`src/rtl/vga_rd_pkg.sv`:
```
// Shared types for the VGA framebuffer read scheduler.
// Holds the FSM state encoding and the counter/burst-length widths used by
// the scheduler top and its address generator.
package vga_rd_pkg;

   // Remaining-word counter width; must hold LINE_PIX*FRAME_LINES.
   localparam int CNT_W = 20;
   // Burst length width; holds lengths 0..256.
   localparam int LEN_W = 9;

   typedef enum logic [2:0] {
      IDLE    = 3'd0,
      WAIT_VS = 3'd1,
      FLUSH   = 3'd2,
      CHECK   = 3'd3,
      REQ     = 3'd4,
      DATA    = 3'd5,
      DONE    = 3'd6
   } state_t;

endpackage

```
`src/rtl/vga_rd_addr_gen.sv`:
```
// Purpose : framebuffer address / remaining-word tracker with burst sizing.
// Latency : load, latch and step take effect on the next sclk edge.
// Backpres: none; strobes come from the scheduler FSM, which owns flow control.
// Ports   : sclk/s_rst clock and sync reset; load restarts at base with a full
//           frame; latch captures min(BURST_LEN, remain) into len; step advances
//           addr and consumes remain by len; addr/remain/len/remain_zero state.
module vga_rd_addr_gen
   import vga_rd_pkg::*;
#(
   parameter int                ADDR_W    = 24,
   parameter int                BURST_LEN = 8,
   parameter int                TOTAL     = 384000,
   parameter logic [ADDR_W-1:0] RST_ADDR  = '0
) (
   input  logic              sclk,
   input  logic              s_rst,
   input  logic              load,
   input  logic [ADDR_W-1:0] base,
   input  logic              latch,
   input  logic              step,
   output logic [ADDR_W-1:0] addr,
   output logic [CNT_W-1:0]  remain,
   output logic [LEN_W-1:0]  len,
   output logic              remain_zero
);

   localparam logic [CNT_W-1:0] TOTAL_C = CNT_W'(TOTAL);
   localparam logic [CNT_W-1:0] BURST_C = CNT_W'(BURST_LEN);

   logic [LEN_W-1:0] next_len;

   // Tail of the frame may be shorter than a full burst.
   always_comb begin
      next_len = LEN_W'(BURST_LEN);
      if (remain < BURST_C) begin
         next_len = remain[LEN_W-1:0];
      end
   end

   assign remain_zero = (remain == '0);

   always_ff @(posedge sclk) begin
      if (s_rst) begin
         addr   <= RST_ADDR;
         remain <= '0;
         len    <= '0;
      end else if (load) begin
         addr   <= base;
         remain <= TOTAL_C;
      end else begin
         if (latch) begin
            len <= next_len;
         end
         if (step) begin
            // Wraps modulo 2^ADDR_W by construction.
            addr   <= addr + ADDR_W'(len);
            remain <= remain - CNT_W'(len);
         end
      end
   end

endmodule

```
`src/rtl/vga_rd_sched.sv`:
```
// Purpose : per-frame SDRAM burst read scheduler feeding the VGA pixel FIFO.
// Latency : vsync edge seen 1 cycle late; request 1 cycle after CHECK sees low level.
// Backpres: rd_req held with stable addr/len until rd_ack; refills only below FIFO_LOW.
// Ports   : sclk, s_rst (sync, active high); rd_en enable; vga_vsync; fifo_lvl;
//           fifo_clr flush pulse; rd_req/rd_ack/rd_addr/rd_len request handshake;
//           rd_vld returned-word strobe; frame_done, frame_err pulses; busy.
// Option  : define VGA_RD_DOUBLE_BUF_EN to add FB_BASE2, wr_buf_done, rd_buf_sel.
module vga_rd_sched
   import vga_rd_pkg::*;
#(
   parameter int                ADDR_W      = 24,
   parameter int                LVL_W       = 10,
   parameter logic [ADDR_W-1:0] FB_BASE     = 24'h000000,
`ifdef VGA_RD_DOUBLE_BUF_EN
   parameter logic [ADDR_W-1:0] FB_BASE2    = 24'h080000,
`endif
   parameter int                LINE_PIX    = 800,
   parameter int                FRAME_LINES = 480,
   parameter int                BURST_LEN   = 8,
   parameter int                FIFO_DEPTH  = 512,
   parameter int                FIFO_LOW    = 256
) (
   input  logic              sclk,
   input  logic              s_rst,
   input  logic              rd_en,
   input  logic              vga_vsync,
   input  logic [LVL_W-1:0]  fifo_lvl,
`ifdef VGA_RD_DOUBLE_BUF_EN
   input  logic              wr_buf_done,
   output logic              rd_buf_sel,
`endif
   output logic              fifo_clr,
   output logic              rd_req,
   input  logic              rd_ack,
   output logic [ADDR_W-1:0] rd_addr,
   output logic [LEN_W-1:0]  rd_len,
   input  logic              rd_vld,
   output logic              frame_done,
   output logic              frame_err,
   output logic              busy
);

   localparam int TOTAL = LINE_PIX * FRAME_LINES;

   if (FIFO_LOW + BURST_LEN > FIFO_DEPTH) begin : g_bad_cfg
      $error("vga_rd_sched: FIFO_LOW + BURST_LEN exceeds FIFO_DEPTH");
   end

   state_t            state, state_nxt;
   logic              vs_d, vs_rise;
   logic              restart, stop;
   logic [LEN_W-1:0]  wcnt;
   logic              burst_end, lvl_low;
   logic              load, latch, step;
   logic [ADDR_W-1:0] addr, base;
   logic [CNT_W-1:0]  remain;
   logic [LEN_W-1:0]  len;
   logic              remain_zero;

   assign vs_rise   = vga_vsync & ~vs_d;
   assign lvl_low   = fifo_lvl < LVL_W'(FIFO_LOW);
   assign burst_end = (state == DATA) && rd_vld && (LEN_W'(wcnt + 1'b1) == len);

`ifdef VGA_RD_DOUBLE_BUF_EN
   logic buf_sel, buf_pend;

   // base is only consumed in FLUSH, where it must reflect the post-toggle select.
   assign base       = (buf_sel ^ buf_pend) ? FB_BASE2 : FB_BASE;
   assign rd_buf_sel = buf_sel;

   always_ff @(posedge sclk) begin
      if (s_rst) begin
         buf_sel  <= 1'b0;
         buf_pend <= 1'b0;
      end else if (state == FLUSH) begin
         buf_sel  <= buf_sel ^ buf_pend;
         buf_pend <= wr_buf_done;   // a swap arriving now belongs to the next frame
      end else if (wr_buf_done) begin
         buf_pend <= 1'b1;
      end
   end
`else
   assign base = FB_BASE;
`endif

   vga_rd_addr_gen #(
      .ADDR_W    (ADDR_W),
      .BURST_LEN (BURST_LEN),
      .TOTAL     (TOTAL),
      .RST_ADDR  (FB_BASE)
   ) u_addr_gen (
      .sclk        (sclk),
      .s_rst       (s_rst),
      .load        (load),
      .base        (base),
      .latch       (latch),
      .step        (step),
      .addr        (addr),
      .remain      (remain),
      .len         (len),
      .remain_zero (remain_zero)
   );

   always_ff @(posedge sclk) begin
      if (s_rst) begin
         state   <= IDLE;
         vs_d    <= 1'b0;
         wcnt    <= '0;
         restart <= 1'b0;
         stop    <= 1'b0;
      end else begin
         state <= state_nxt;
         vs_d  <= vga_vsync;
         if (state != DATA) begin
            wcnt <= '0;
         end else if (rd_vld) begin
            wcnt <= wcnt + 1'b1;
         end
         // restart: a vsync landed while a burst was in flight (or exactly as
         // the frame completed); the burst drains, then the frame restarts.
         if (state == FLUSH || state == IDLE) begin
            restart <= 1'b0;
         end else if (vs_rise && (state == REQ || state == DATA ||
                                  (state == CHECK && remain_zero))) begin
            restart <= 1'b1;
         end
         // stop: rd_en dropped mid-burst; honoured once the burst drains.
         if (state == FLUSH || state == IDLE) begin
            stop <= 1'b0;
         end else if (!rd_en && (state == REQ || state == DATA)) begin
            stop <= 1'b1;
         end
      end
   end

   always_comb begin
      state_nxt = state;
      load      = 1'b0;
      latch     = 1'b0;
      step      = 1'b0;
      case (state)
         IDLE:    if (rd_en) state_nxt = WAIT_VS;
         WAIT_VS: begin
            if (!rd_en)       state_nxt = IDLE;
            else if (vs_rise) state_nxt = FLUSH;
         end
         FLUSH: begin
            load      = 1'b1;
            state_nxt = CHECK;
         end
         CHECK: begin
            if (!rd_en)           state_nxt = IDLE;
            else if (remain_zero) state_nxt = DONE;
            else if (vs_rise)     state_nxt = FLUSH;
            else if (lvl_low) begin
               latch     = 1'b1;
               state_nxt = REQ;
            end
         end
         REQ:     if (rd_ack) state_nxt = DATA;
         DATA: begin
            if (burst_end) begin
               step = 1'b1;
               if (stop || !rd_en)         state_nxt = IDLE;
               else if (restart || vs_rise) state_nxt = FLUSH;
               else                         state_nxt = CHECK;
            end
         end
         DONE: begin
            if (restart || vs_rise) state_nxt = FLUSH;
            else                    state_nxt = WAIT_VS;
         end
         default: state_nxt = IDLE;
      endcase
   end

   assign fifo_clr   = (state == FLUSH);
   assign rd_req     = (state == REQ);
   assign rd_addr    = rd_req ? addr : '0;
   assign rd_len     = rd_req ? len : '0;
   assign frame_done = (state == DONE);
   assign frame_err  = vs_rise && ((state == CHECK && rd_en && !remain_zero) ||
                                   state == REQ || state == DATA);
   assign busy       = (state != IDLE) && (state != WAIT_VS);

endmodule

```
`config.mk`:
```
export PLATFORM = sky130hd
export DESIGN_NAME = vga_rd_sched
export DESIGN_NICKNAME = d
export VERILOG_FILES = /design/src/rtl/vga_rd_pkg.sv /design/src/rtl/vga_rd_addr_gen.sv /design/src/rtl/vga_rd_sched.sv
export SDC_FILE = /design/constraint.sdc
export NUM_CORES = 1
export LEC_CHECK = 0
export CAP_MARGIN = 20
export CORE_AREA = 3 3 102 104
export CTS_CLUSTER_SIZE = 16
export DETAILED_ROUTE_END_ITERATION = 8
export DIE_AREA = 0 0 105 107
export GPL_TIMING_DRIVEN = 0
export PLACE_DENSITY_LB_ADDON = 0.12
export SLEW_MARGIN = 20
export SYNTH_ARGS = -nofsm -noshare
export SYNTH_HDL_FRONTEND = slang
export SYNTH_SLANG_ARGS = --single-unit
```
`constraint.sdc`:
```
create_clock -name sclk -period 7.2 [get_ports sclk]
set_clock_uncertainty 0.1 [all_clocks]
set_input_delay 1.44 -clock sclk [delete_from_list [all_inputs] [get_ports sclk]]
set_output_delay 1.44 -clock sclk [all_outputs]
set_load 0.02 [all_outputs]
```
### Word level (Yosys, flattened, before mapping)

Index checks and enable logic that the tools add are counted.

| cells by class | value |
|---|---|
| reductions and logical operators | 27 |
| muxes and demuxes | 26 |
| equality and inequality tests | 14 |
| bitwise operators | 3 |
| add/subtract/negate cells | 3 |
| $lt $le $gt $ge | 2 |

Operators with widths:

| operator | number |
|---|---|
| two-way mux 19 bit | 2 |
| two-way mux 3 bit | 9 |
| adder 24 x 9 -> 24 bit | 1 |
| two-way mux 24 bit | 1 |
| one-hot mux 3 bit (7 select lines) | 1 |
| logical NOT 20 bit | 1 |
| < comparator 20 x 4 -> 1 bit (second input constant) | 1 |
| subtractor 20 x 9 -> 20 bit | 1 |
| two-way mux 9 bit | 2 |
| < comparator 10 x 9 -> 1 bit (second input constant) | 1 |
| adder 9 x 1 -> 9 bit (second input constant) | 1 |
| equality test 3 bit (second input constant) | 3 |
| equality test 9 bit | 1 |
| logical AND 1 bit | 9 |
| two-way mux 1 bit | 9 |
| logical OR 1 bit | 7 |
| equality test 3 x 2 -> 1 bit (second input constant) | 2 |
| != test 3 bit (second input constant) | 2 |
| OR reduction 2 bit | 3 |
| != test 5 bit (second input constant) | 1 |
| AND reduction 5 bit | 1 |
| two-way mux 2 bit | 2 |
| != test 2 bit (second input constant) | 2 |
| equality test 3 x 1 -> 1 bit (second input constant) | 1 |
| other kinds (9) | 11 |

| storage, ports and cells | value |
|---|---|
| word-level logic and storage cells | 84 |
| register bits | 68 |
| output and inout port bits | 38 |
| bits of input ports | 16 |

### Longest topological paths before layout

Gate-level depths: netlist of the first run.

| logic depth | value |
|---|---|
| depth after elaboration | 7 |
| gate-level depth with buffers | 12 |
| depth with buffers taken out | 11 |

### Modules after synthesis

Synthesis of the first run repeated with hierarchy kept, for this count alone.

| second synthesis, totals | value |
|---|---|
| cell total of the unflattened synthesis | 595 |
| area, all modules | 4664.5 µm² |

By module, submodules not included:

| module | area an instance (µm²) | instances | seq. area each (µm²) | cells an instance |
|---|---|---|---|---|
| vga_rd_addr_gen | 3343.2 | 1 | 1061.0 | 414 |
| vga_rd_sched | 1321.3 | 1 | 300.3 | 181 |

### Least setup slack after synthesis of the first run

OpenSTA, ideal clock, no wires.

| timing path | value |
|---|---|
| kind | reg2out |
| start point | reg u_addr_gen.remain[10] |
| end point | out frame_err |
| setup slack | 3.544 ns |
| required time | 5.660 ns |
| path buffers | 1 |
| cell stages (with the launch flop) | 7 |
| data arrival time | 2.116 ns |
| cell sequence | dfxtp_1 or4_4 or4_1 buf_2 or3_2 a21oi_1 nor2_1 |

| between the ends | value |
|---|---|
| word-level cells in the longest chain between the ends | 6 |

Ends and longest elaborated chain:

| item | line | text |
|---|---|---|
| start: declaration | vga_rd_addr_gen.sv:22 | `output logic [CNT_W-1:0] remain,` |
| start signal: assignment | vga_rd_addr_gen.sv:57 | `remain <= remain - CNT_W'(len);` |
| logical NOT 20 bit | vga_rd_addr_gen.sv:40 | `assign remain_zero = (remain == '0);` |
| logical NOT 1 bit | vga_rd_sched.sv:182 | `assign frame_err = vs_rise && ((state == CHECK && rd_en && !remain_zero) \|\|` |
| logical AND 1 bit | vga_rd_sched.sv:182 |  |
| logical OR 1 bit | vga_rd_sched.sv:182 |  |
| logical OR 1 bit | vga_rd_sched.sv:183 | `state == REQ \|\| state == DATA);` |
| logical AND 1 bit | vga_rd_sched.sv:182 |  |
| end: declaration | vga_rd_sched.sv:39 | `output logic frame_err,` |

No other way between the ends.

### Worst setup path in the final report of the first run

| timing path | value |
|---|---|
| start point | in rd_en |
| end point | out frame_err |

| between the ends | value |
|---|---|
| word-level cells in the longest chain between the ends | 5 |

Ends and longest elaborated chain:

| item | line | text |
|---|---|---|
| start: declaration | vga_rd_sched.sv:25 | `input logic rd_en,` |
| logical AND 1 bit (2 in a row) | vga_rd_sched.sv:182 |  |
| logical OR 1 bit | vga_rd_sched.sv:182 |  |
| logical OR 1 bit | vga_rd_sched.sv:183 |  |
| logical AND 1 bit | vga_rd_sched.sv:182 |  |

No other way between the ends.

==> impl_metrics.toml, run 1 <==
[worst_setup_path]
cp.required_ps = 5660
crit_buf_inv = 2
crit_chain = "clkdlybuf4s50_1, nand2_1, nor2_1, a21oi_1, nor2_1, clkdlybuf4s50_1"
r2r-start = "u_addr_gen.len[0]$_SDFFE_PP0P_"
cp_max_fo = 4
reg2reg_depth = 11
slowest_delay_ps = 610
cp_num_cells = 6
crit_start = "rd_en"
cp.arrival_ps = 3130
cp-start-kind = "input port"
path_class = "in -> out"
endpoint_kind = "output port"
endpoint = "frame_err"
cp_slowest_cell = "clkdlybuf4s50_1"
rrSetupSlack_ps = 3830
crit-reg2reg-capture = "u_addr_gen.remain[14]$_SDFFE_PP0P_"
crit_family = "buffers and inverters"

[clocking]
clk_latency_ps = 350
post_cts_buffers = 0
htreeDepth = 3
root_buffer = "clkbuf_8"
cts_inserted_buffers = 9
cts_resized = 0
cts_hold_buf = 0
clk_pin_slew_worst_paths_ps = 80
cts_tree = "done"
cts.sinks = 68
cts_max_path_buffers = 2

[floorplan]
design.die.area_sq_mm = 0.0112
coreArea_sq_mm = 0.00964
num_rows = 36
die_w_um = 105
top_level_ports = 54
die_h_um = 107
start_util_pct = 44.6

[power_and_ir_drop]
clkPwrFrac_pct = 32.4
p_seq_share_pct = 40.2
leakage_nw = 1.89
p_per_area_mw_per_mm2 = 199
p_total_mw = 1.02
combPwrFrac_pct = 27.4
internal-power_mw = 0.668
switching_share_pct = 34.4
p_sw_mw = 0.350
vdd_ir_drop_max_uv = 166

[layout]
fillCellCount = 965
final_util_pct = 53.1
syn_to_final_growth_pct = 19.1
drive_gt1_share_pct = 6.60
fin_nets = 638
final_common_cell = "dfxtp_1"
diodes = 0
most-common-layout-cells = "dfxtp_1 (68), nand2_1 (57), a21oi_1 (48), clkdlybuf4s50_1 (45), and3_1 (41)"

[sta]
final_hold_viol_count = 0
relSlewSlack_pct = 46.4
worst_slack_ps = 2530
slew_viol_final = 0
finalSetupViolations = 0
post-route-period-util_pct = 64.9
fmax_mhz = 214
tns_ps = 0
worstMarginPinSlew_ps = 794
min_period_ps = 4670
rsz0062_at_grt = "no"

[status]
outcome = "complete, no violations"

[detailed_routing]
drt_drc_violations_left = 0
routed_wl_mm = 12.1
vias = 4215
wire_per_inst_um = 16.4
ant_nets = 0
viasPerCell = 5.70
drt_iter0_drc = 143
first_pass_iters = 4

[synthesis]
yosys_register_bits = 68
syn_nets = 582
synth_edf_count = 0
synth_cell_types = 56
synthFlopType = "dfxtp_1"
async_flop_share_pct = 0
synth_area_sq_mm = 0.00430
synthCells = 545
avgSynthCellArea_sq_um = 7.89
synth_warnings = 0
synth.yosys.seq_area_share_pct = 31.7

[global_routing]
gr-total-overflow = 0
antenna_found_initial = 0
grt_max_degree = 12
grt_pass1_vias = 3980
track_usage_pct = 21.8
grt_pass1_wl_mm = 19.9

[placement]
place_ws_ps = 2550
dp_hpwl_mm = 9.02
port_buffers = 45
gp_congestion = 0.937

[min_path]
hold_path_class = "reg -> reg"
hp-start = "u_addr_gen.addr[7]$_SDFFE_PP0P_"

[job]
drv_cap = 0
[metal layers]
metal / vias to the layer above / share of wire [%] / GRT usage, %
met5: - / 0 / 0
met4: 0 / 1.9 / 7.50
met3: 19 / 4.1 / 3.55
met2: 110 / 48 / 36.2
met1: 1974 / 46 / 28.8
li1: 2112 / - / -
[state kept, by name, indices dropped and copies added (netlist names)]
| signal | flops |
|---|---|
| stop | 1 |
| restart | 1 |
| wcnt | 9 |
| u_addr_gen.len | 9 |
| vs_d | 1 |
| u_addr_gen.addr | 24 |
| u_addr_gen.remain | 20 |
| state | 3 |
[stage by stage]
stage | instances | hold slack, ps | instance area [sq um]
floorplan | 545 | 345 | 4300
global placement | 723 | 360 | 4920
detailed placement | 723 | 368 | 4920
CTS | 739 | 378 | 5120
global route | 739 | 393 | 5120
finish | 739 | 381 | 5120
[worst min-delay path by stage]
stage	to	slack, ps	cells past startpoint
finish	u_addr_gen.addr[7]$_SDFFE_PP0P_	380	2
floorplan	u_addr_gen.addr[0]$_SDFFE_PP0P_	340	2
CTS	u_addr_gen.addr[0]$_SDFFE_PP0P_	380	2
global route	u_addr_gen.addr[0]$_SDFFE_PP0P_	390	2
global placement	u_addr_gen.remain[8]$_SDFFE_PP0P_	360	2
detailed placement	u_addr_gen.addr[0]$_SDFFE_PP0P_	370	2
[worst register-to-register path: stages, from the launching register on]
cell      delay [ps]
dfxtp_1          460
ha_1             230
inv_1             70
fa_1             420
a211o_1          360
a211oi_1         240
nor2_1            90
o21a_1           190
o21a_1           190
clkbuf_1         200
or4_2            580
a31oi_1          170
[synthesized netlist by cell type (all sizes together) (3+ instances only)]
library cell / instances / share of area, %
a22oi: 3 / 0.52
nand2b: 6 / 0.87
or2: 3 / 0.44
a21oi: 48 / 5.6
a31oi: 10 / 1.8
o21a: 9 / 1.6
nand3: 12 / 1.4
nor2: 34 / 3.0
nor2b: 6 / 0.87
nor4: 8 / 1.2
nand2: 57 / 5.0
a211o: 3 / 0.61
a31o: 3 / 0.61
nand4b: 4 / 0.81
o31ai: 13 / 2.3
or3: 22 / 3.3
inv: 21 / 1.8
mux2i: 5 / 1.2
or4: 13 / 2.4
xnor2: 15 / 3.1
buf: 6 / 0.70
o21bai: 3 / 0.52
dfxtp: 68 / 32
a21o: 3 / 0.52
nor3: 12 / 1.4
nand4: 6 / 1.2
o21ai: 26 / 3.0
a211oi: 8 / 1.4
and2: 4 / 0.58
and3: 41 / 6.0
ha: 19 / 5.5
clkbuf: 22 / 1.9
xor2: 9 / 1.8
[power groups by stage]
| stage | Sequential, mW | Combinational (mW) | Clock, mW |
|---|---|---|---|
| final | 0.410 | 0.279 | 0.330 |
| after CTS | 0.409 | 0.278 | 0.336 |
| after floorplan | 0.413 | 0.188 | 0 |
| after global placement | 0.417 | 0.274 | 0 |
| after detailed placement | 0.418 | 0.277 | 0 |
| after global routing | 0.412 | 0.305 | 0.349 |
[kinds of logic (layout without fill, tap and decap cells)]
| family | after synthesis | count (layout) | share of synthesized area [%] |
|---|---|---|---|
| AND/OR/NAND/NOR | 237 | 237 | 30.4 |
| AO/OA/AOI/OAI | 141 | 141 | 21.0 |
| flip-flops | 68 | 68 | 31.7 |
| buffers and inverters | 49 | 110 | 4.45 |
| XOR/XNOR | 24 | 24 | 4.89 |
| adder cells (fa/ha/maj) | 21 | 21 | 6.46 |
| multiplexers | 5 | 5 | 1.16 |
[layout make-up]
class | count | area, sq um | share of cell area (%)
multi-input cells | 428 | 2750 | 53.6
plain buffers | 28 | 113 | 2.20
well taps | 133 | 166 | 3.25
repair buffers | 45 | 450 | 8.80
inverters | 21 | 78.8 | 1.54
clock inverters | 3 | 45.0 | 0.880
flip-flops and latches | 68 | 1360 | 26.6
clock buffers | 13 | 159 | 3.10
(Power assumes the default switching activity.)
==> run 2, diff against run 1 <==
clock period = 4.1 ns   (was 7.2 ns; I/O delays follow)
==> impl_metrics.toml, run 2 (synthesis gave the netlist of run 1 again) <==
[layout]
most-common-layout-cells = "dfxtp_1 (68), nand2_1 (57), a21oi_1 (48), clkdlybuf4s50_1 (44), and3_1 (41)"
fin_nets = 638
top_register = "u_addr_gen.addr"
drive_gt1_share_pct = 6.60
fin_cells = 739
diodes = 0
reg_top3 = "u_addr_gen.addr (24), u_addr_gen.remain (20)"
final_common_cell = "dfxtp_1"
syn_to_final_growth_pct = 19.2
largest_reg_flops = 24

[sta]
slew_viol_final = 0
relSlewSlack_pct = 44.3
worstMarginPinSlew_ps = 823
finalSetupViolations = 0
tns_ps = 0
min_period_ps = 3710
fmax_mhz = 269
final_hold_viol_count = 0
rsz0062_at_grt = "no"
post-route-period-util_pct = 90.6

[job]
drv_cap = 0

[floorplan]
coreArea_sq_mm = 0.00964
start_util_pct = 44.6
design.die.area_sq_mm = 0.0112
top_level_ports = 54
die_h_um = 107
num_rows = 36
die_w_um = 105

[detailed_routing]
ant_nets = 0
viasPerCell = 5.70
wire_per_inst_um = 16.3
drt_iter0_drc = 148
routed_wl_mm = 12.1
first_pass_iters = 4
drt_drc_violations_left = 0
vias = 4210

[global_routing]
grt_pass1_vias = 3980
grt_pass1_wl_mm = 19.9
track_usage_pct = 21.8
grt_max_degree = 12
antenna_found_initial = 0
gr-total-overflow = 0

[clocking]
root_buffer = "clkbuf_8"
cts_hold_buf = 0
cts.sinks = 68
post_cts_buffers = 0
cts_inserted_buffers = 9
cts_tree = "done"
clk_latency_ps = 350
cts_resized = 0
clk_pin_slew_worst_paths_ps = 80
cts_max_path_buffers = 2
htreeDepth = 3

[placement]
dp_hpwl_mm = 9.02
port_buffers = 45
dp_cells = 723
gp_congestion = 0.937

[worst_setup_path]
path_class = "reg -> out"
cp-start-kind = "flop"
cp.required_ps = 3180
cp_max_fo = 10
cp.arrival_ps = 2790
endpoint_kind = "output port"

[power_and_ir_drop]
p_per_area_mw_per_mm2 = 349
leakage_nw = 1.90
vdd_ir_drop_max_uv = 291

[status]
outcome = "complete, no violations"

[min_path]
hold_path_class = "reg -> reg"
run 2: changes by cell type in the layout (fill, tap and decap cells not counted), sizes merged:
| cell | change |
|---|---|
| dlymetal6s2s | +1 |
| clkdlybuf4s50 | -1 |
run 2: metal layers:
layer / vias to the layer above / share of wire, % / wire, um / track usage, %
met1: 1982 / 46 / 5580 / 28.8
li1: 2110 / - / - / -
met2: 103 / 48 / 5840 / 36.2
met4: 0 / 1.6 / 193 / 7.50
met5: - / 0 / 0 / 0
met3: 15 / 3.8 / 455 / 3.55
run 2: report_power, final:
group	internal, mW	switching, mW
Clock	0.315	0.265
Sequential	0.690	0.0295
Combinational	0.168	0.321
Total	1.17	0.615
run 2: layout make-up:
cell class,instances,area (sq um)
fill,964,4520
sequential,68,1360
tap,133,166
clock buffer,13,159
multi-input combinational,428,2750
inverter,21,78.8
clock inverter,3,45.0
timing repair buffer,45,453
buffer,28,113
run 2: worst max-delay path: stages, from the launching register on:
cell and delay, ps:
dfxtp_1 330, clkbuf_1 220, nor2b_1 220, clkbuf_1 500, clkbuf_1 350, and3_1 220
clkdlybuf4s50_1 610
run 2: final timing paths:
path                                             end  depth (start not counted)                       startpoint  slack [ps]
setup / recovery                         rd_addr[21]                          6            state[1]$_SDFFE_PP0P_         390
hold / removal       u_addr_gen.addr[7]$_SDFFE_PP0P_                          2  u_addr_gen.addr[7]$_SDFFE_PP0P_         380
setup reg to reg  u_addr_gen.remain[14]$_SDFFE_PP0P_                         11   u_addr_gen.len[0]$_SDFFE_PP0P_         730
hold reg to reg      u_addr_gen.addr[7]$_SDFFE_PP0P_                          2  u_addr_gen.addr[7]$_SDFFE_PP0P_         380
run 2: per-stage QoR:
step                      setup WS [ps]  area, sq um  hold slack [ps]  total power [mW]  utilization [%]
final                               387         5120              381              1.79             53.1
after global routing                216         5120              393              1.87             53.1
after CTS                          61.0         5120              378              1.80             53.1
after detailed placement            233         4920              368              1.22             51.0
after global placement              286         4920              360              1.21             51.0
after floorplan                    1060         4300              345              1.06                -
